File: src/rtl/fpu_add_arbiter.sv
// fpu_add_arbiter: round-robin arbiter sharing one Adder_cntrl floating-point
// add unit between NUM_REQ requesters, one operation in flight at a time.
// The winner's operands are latched into the adder interface registers, and
// the result is returned to the requesters tagged with the requester id.
// Optional feature macro: FPU_ARB_TIMEOUT_EN enables a WAIT-state watchdog of
// TIMEOUT_CYC cycles that completes the op with rsp_exc = 3'b111, rsp_data = 0.
// All outputs are registered; reset is synchronous, active-low.
module fpu_add_arbiter #(
    parameter int NUM_REQ     = 4,
    parameter int TIMEOUT_CYC = 64,
    localparam int ID_W       = $clog2(NUM_REQ)
) (
    input  logic                  CLK,
    input  logic                  RSTn,
    input  logic [NUM_REQ-1:0]    req_valid,
    input  logic [NUM_REQ*32-1:0] req_op1,
    input  logic [NUM_REQ*32-1:0] req_op2,
    input  logic [NUM_REQ*3-1:0]  req_mode,
    output logic [NUM_REQ-1:0]    req_ack,
    output logic                  rsp_valid,
    output logic [ID_W-1:0]       rsp_id,
    output logic [31:0]           rsp_data,
    output logic [2:0]            rsp_exc,
    output logic                  busy,
    output logic [31:0]           add_datain1,
    output logic [31:0]           add_datain2,
    output logic [2:0]            add_mode,
    output logic                  add_data_valid,
    input  logic [31:0]           add_dataout,
    input  logic                  add_dataout_valid,
    input  logic [2:0]            add_exc
);

    localparam int unsigned NREQ = NUM_REQ;

    if (NUM_REQ < 2 || NUM_REQ > 8 || TIMEOUT_CYC < 1) begin : g_param_check
        $error("fpu_add_arbiter: NUM_REQ must be 2..8 and TIMEOUT_CYC >= 1");
    end

    typedef enum logic [1:0] {
        S_IDLE,
        S_ISSUE,
        S_WAIT,
        S_RESP
    } state_t;

    state_t state, state_nxt;

    // last_grant doubles as the id of the op in flight once a grant is made
    logic [ID_W-1:0]    last_grant, last_grant_nxt;
    logic [NUM_REQ-1:0] ack_nxt;
    logic               dv_nxt;
    logic               rv_nxt;
    logic               busy_nxt;
    logic [31:0]        d1_nxt, d2_nxt;
    logic [2:0]         mode_nxt;
    logic [ID_W-1:0]    rsp_id_nxt;
    logic [31:0]        rsp_data_nxt;
    logic [2:0]         rsp_exc_nxt;

    logic               win_found;
    logic [ID_W-1:0]    win;
    logic [ID_W-1:0]    cand;

`ifdef FPU_ARB_TIMEOUT_EN
    localparam int CNT_W = $clog2(TIMEOUT_CYC + 1);
    logic [CNT_W-1:0] wait_cnt;
    logic             timed_out;

    // Last WAIT cycle before the watchdog fires
    assign timed_out = (wait_cnt == CNT_W'(TIMEOUT_CYC - 1));

    // Watchdog counter: cleared on entry to WAIT, counts WAIT cycles
    always_ff @(posedge CLK) begin
        if (!RSTn) begin
            wait_cnt <= '0;
        end else if (state == S_ISSUE) begin
            wait_cnt <= '0;
        end else if (state == S_WAIT) begin
            wait_cnt <= wait_cnt + 1'b1;
        end
    end
`endif

    // Round-robin scan starting one past the last grant, plus next-state and
    // next-output computation; outputs are registered from these values
    always_comb begin
        state_nxt      = state;
        last_grant_nxt = last_grant;
        ack_nxt        = '0;
        dv_nxt         = 1'b0;
        rv_nxt         = 1'b0;
        d1_nxt         = add_datain1;
        d2_nxt         = add_datain2;
        mode_nxt       = add_mode;
        rsp_id_nxt     = rsp_id;
        rsp_data_nxt   = rsp_data;
        rsp_exc_nxt    = rsp_exc;
        win_found      = 1'b0;
        win            = '0;
        cand           = '0;

        for (int unsigned k = 1; k <= NREQ; k++) begin
            cand = ID_W'((32'(last_grant) + k) % NREQ);
            if (!win_found && req_valid[cand]) begin
                win_found = 1'b1;
                win       = cand;
            end
        end

        unique case (state)
            S_IDLE: begin
                if (win_found) begin
                    last_grant_nxt = win;
                    ack_nxt[win]   = 1'b1;
                    dv_nxt         = 1'b1;
                    d1_nxt         = req_op1[32*win +: 32];
                    d2_nxt         = req_op2[32*win +: 32];
                    mode_nxt       = req_mode[3*win +: 3];
                    state_nxt      = S_ISSUE;
                end
            end
            S_ISSUE: begin
                state_nxt = S_WAIT;
            end
            S_WAIT: begin
                if (add_dataout_valid) begin
                    rv_nxt       = 1'b1;
                    rsp_id_nxt   = last_grant;
                    rsp_data_nxt = add_dataout;
                    rsp_exc_nxt  = add_exc;
                    state_nxt    = S_RESP;
                end
`ifdef FPU_ARB_TIMEOUT_EN
                else if (timed_out) begin
                    rv_nxt       = 1'b1;
                    rsp_id_nxt   = last_grant;
                    rsp_data_nxt = '0;
                    rsp_exc_nxt  = 3'b111;
                    state_nxt    = S_RESP;
                end
`endif
            end
            S_RESP: begin
                state_nxt = S_IDLE;
            end
            default: begin
                state_nxt = S_IDLE;
            end
        endcase

        busy_nxt = (state_nxt != S_IDLE);
    end

    // State, arbitration pointer and all output registers
    always_ff @(posedge CLK) begin
        if (!RSTn) begin
            state          <= S_IDLE;
            last_grant     <= ID_W'(NUM_REQ - 1);
            req_ack        <= '0;
            rsp_valid      <= 1'b0;
            rsp_id         <= '0;
            rsp_data       <= '0;
            rsp_exc        <= '0;
            busy           <= 1'b0;
            add_datain1    <= '0;
            add_datain2    <= '0;
            add_mode       <= '0;
            add_data_valid <= 1'b0;
        end else begin
            state          <= state_nxt;
            last_grant     <= last_grant_nxt;
            req_ack        <= ack_nxt;
            rsp_valid      <= rv_nxt;
            rsp_id         <= rsp_id_nxt;
            rsp_data       <= rsp_data_nxt;
            rsp_exc        <= rsp_exc_nxt;
            busy           <= busy_nxt;
            add_datain1    <= d1_nxt;
            add_datain2    <= d2_nxt;
            add_mode       <= mode_nxt;
            add_data_valid <= dv_nxt;
        end
    end

endmodule

File: config.mk
export PLATFORM = sky130hd
export DESIGN_NAME = fpu_add_arbiter
export DESIGN_NICKNAME = d
export VERILOG_FILES = /design/src/rtl/fpu_add_arbiter.sv
export SDC_FILE = /design/constraint.sdc
export NUM_CORES = 1
export LEC_CHECK = 0
export ABC_AREA = 1
export CAP_MARGIN = 20
export CORE_AREA = 2 2 166 168
export CTS_BUF_LIST = sky130_fd_sc_hd__clkbuf_4 sky130_fd_sc_hd__clkbuf_8
export DETAILED_ROUTE_END_ITERATION = 12
export DIE_AREA = 0 0 168 170
export GPL_ROUTABILITY_DRIVEN = 0
export GPL_TIMING_DRIVEN = 0
export HOLD_SLACK_MARGIN = 0.05
export PLACE_DENSITY = 0.71
export SYNTH_ARGS = -nofsm -noshare
export SYNTH_HDL_FRONTEND = slang
export SYNTH_SLANG_ARGS = --single-unit
export TNS_END_PERCENT = 5
File: constraint.sdc
create_clock -name CLK -period 2 [get_ports CLK]
set_clock_uncertainty 0.05 [all_clocks]
set_input_delay 0.2 -clock CLK [delete_from_list [all_inputs] [get_ports CLK]]
set_output_delay 0.2 -clock CLK [all_outputs]
set_load 0.005 [all_outputs]
==> flow_metrics.env <==
export IMPL_status="finished with violations"
export IMPL_violations="setup timing"
export IMPL_cts_sinks=115
export IMPL_fin_crit_sh_pct=108
export IMPL_start_util_pct=28.1
export IMPL_die_width_um=168
export IMPL_hold_class="in2reg"
export IMPL_path_cells="buf_8 > inv_8 > nand2_4 > nand2_4 > nand2_2 > buf_4 > buf_4 > buf_4 > nand2_1 > a21oi_4 > buf_6 > buf_8 > buf_6 > nand2_1 > nand3_1 > nand2_1 > inv_1"
export IMPL_hpwl_um=28000
export IMPL_synth_edf_count=0
export IMPL_clk_pin_slew_ps=100
export IMPL_slew_violations=0
export IMPL_r2r_cells=17
export IMPL_syn_area_um2=7480
export IMPL_numCtsBuffers=17
export IMPL_synth_top_area_share_pct=30.8
export IMPL_path_max_fanout=10
export IMPL_ys_seq_area_share_pct=30.8
export IMPL_period_needed_ps=2160
export IMPL_fmax_ghz=0.462
export IMPL_hold_end="rsp_exc[0]"
export IMPL_path_delay_family="buffers and inverters"
export IMPL_powerDensity_nw_per_um2=1870
export IMPL_cp_arrival_ps=2460
export IMPL_synthArstFlopShare_pct=0
export IMPL_post_drt_wl_per_cell_um=17.6
export IMPL_slew_headroom_pct=60.5
export IMPL_routed_wirelength_um=37000
export IMPL_holdPathStages=3
export IMPL_drt_iter0_drc=574
export IMPL_crit_slowest_cell="dfxtp_2"
export IMPL_drive_above_1_share_pct=11.2
export IMPL_crit_buf_inv=9
export IMPL_r2r_setup_slack_ps=-160
export IMPL_hold_slack_ps=311
export IMPL_ant_nets=0
export IMPL_clock_path_buffers=2
export IMPL_insertion_delay_ps=450
export IMPL_rsz0062_at_grt="yes"
export IMPL_finalPower_mw=24.9
export IMPL_startpoint_type="flip-flop"
export IMPL_track_usage_pct=25.0
export IMPL_core_um2=26700
export IMPL_setup_viol=73
export IMPL_cts_tree="done"
export IMPL_grt_overflow=0
export IMPL_cts_root_buf="clkbuf_8"
export IMPL_timing_setup_tns_ps=-7230
export IMPL_min_from="add_exc[0]"
export IMPL_worstMarginPinSlew_ps=592
export IMPL_holdBufCountCts=0
export IMPL_via_per_inst=4.82
export IMPL_fin_nets=2059
export IMPL_dpl_worst_slack_ps=-674
export IMPL_path_class="reg2reg"
export IMPL_cap_violations=0
export IMPL_synth_common_cells="502 x nand2_1, 206 x nor2_1, 134 x nand4_1"
export IMPL_drt_first_pass_iters=5
export IMPL_cp_end_kind="flip-flop"
export IMPL_antenna_found_initial=1
export IMPL_drc=0
export IMPL_h_tree_depth=4
export IMPL_worstReg2RegEnd="add_datain2[16]"
export IMPL_ys_types=26
export IMPL_syn_inst=1285
export IMPL_r2r_start="last_grant[0]"
export IMPL_synth_top_area_cell="dfxtp_1"
export IMPL_die_height_um=170
export IMPL_yosysWarningCount=0
export IMPL_ys_flop_type="dfxtp_1"
export IMPL_setup_slack_ps=-165
export IMPL_synthToLayoutAreaGrowth_pct=78.4
export IMPL_cpPeakStageDelay_ps=330
export IMPL_io_pins=421
export IMPL_first_global_vias=9960
export IMPL_synth_area_leaders="dfxtp_1 31%, nand2_1 25%, nand4_1 11%"
export IMPL_leakagePower_nw=6.41
export IMPL_vdd_drop_max_uv=700
export IMPL_critPathRequiredTime_ps=2300
export IMPL_syn_avg_cell_area_um2=5.82
export IMPL_dr_total_vias=10100
export IMPL_syn_nets=1598
export IMPL_port_buffers=420
export IMPL_synth_seq_cells=115
export IMPL_grt_pass1_wl_um=54800
export IMPL_synth_most_common_cell="nand2_1"
export IMPL_rows=60
export IMPL_dieArea_um2=28600
export IMPL_grt_max_degree=17
export IMPL_finalHoldViolCount=0
-- how the worst max path moves through the flow --
stage,start,end,depth (start not counted)
after floorplan,last_grant[0],add_datain1[22],17
after global placement,req_valid[0],add_datain1[8],16
after detailed placement,req_valid[0],add_datain1[8],16
after CTS,last_grant[0],add_datain2[3],17
after global routing,last_grant[0],add_datain2[31],17
final,last_grant[0],add_datain2[16],17
-- kinds of logic after synthesis --
| group | count (synthesis) | share of synthesized area, % |
|---|---|---|
| AND/OR/NAND/NOR | 930 | 53.2 |
| buffers and inverters | 188 | 12.0 |
| flip-flops | 115 | 30.8 |
| AO/OA/AOI/OAI | 49 | 3.46 |
| adder cells (fa/ha/maj) | 3 | 0.502 |
-- per-stage QoR --
step           util [%]  std cells  cell area [um^2]
2_1_floorplan         -       1285              7480
3_3_place_gp       45.4       2046             12100
3_5_place_dp       45.4       2046             12100
4_1_cts            49.4       2097             13200
5_1_grt            50.1       2101             13300
6_report           50.1       2101             13300
-- worst register-to-register path, stage by stage (launching register included) --
cell,delay (ps)
dfxtp_2,330
buf_8,140
inv_8,80
nand2_4,60
nand2_4,80
nand2_2,70
buf_4,130
buf_4,130
buf_4,130
nand2_1,110
a21oi_4,80
buf_6,140
buf_8,150
buf_6,150
nand2_1,70
nand3_1,70
nand2_1,70
inv_1,40
-- flip-flops by register name, indices dropped and copies added (netlist names) --
register and count:
rsp_data 32, rsp_id 2, add_mode 3, state 2
req_ack 4, add_datain1 32, add_datain2 32, rsp_valid 1
rsp_exc 3, busy 1, last_grant 2, add_data_valid 1
-- final cells by class --
type / count / area (um^2)
fill: 2667 / 13300
timing repair buffer: 443 / 4540
multi-input combinational: 982 / 4440
sequential: 115 / 2310
buffer: 103 / 885
tap: 341 / 427
inverter: 83 / 337
clock buffer: 17 / 234
clock inverter: 15 / 166
timing repair inverter: 1 / 6.26
antenna: 1 / 2.50
-- layer usage --
layer	wire length (um)	global-route usage (%)
met1	14800	28.1
met2	18100	44.7
met3	2950	6.84
met4	1160	9.98
met5	0	0
-- power breakdown --
group	internal (mW)	switching [mW]	leakage [nW]
clock network	1.14	1.22	0.195
logic	8.05	11.0	5.26
registers	3.11	0.411	0.948
-- what timing repair did --
item / CTS / global route
gates resized for setup: 130 / 42
pin swaps: 33 / 22
setup buffers: 16 / 1
endpoints found under the setup margin: 86 / 84
gates cloned: 5 / 2
-- cells in the final DEF, fill, tap and decap left out, drive strengths merged, types with 2 or more instances in the layout --
master / Yosys / final
clkinvlp: 0 / 3
clkdlybuf4s50: 0 / 420
nor3: 4 / 4
o21ai: 43 / 43
dfxtp: 115 / 115
a21oi: 5 / 5
nand3: 75 / 75
nand2: 509 / 509
nand4: 134 / 134
buf: 76 / 90
clkbuf: 29 / 52
bufinv: 0 / 2
inv: 83 / 92
clkinv: 0 / 2
ha: 3 / 3
nor2: 207 / 207
Power figures use the tool's default switching activity.
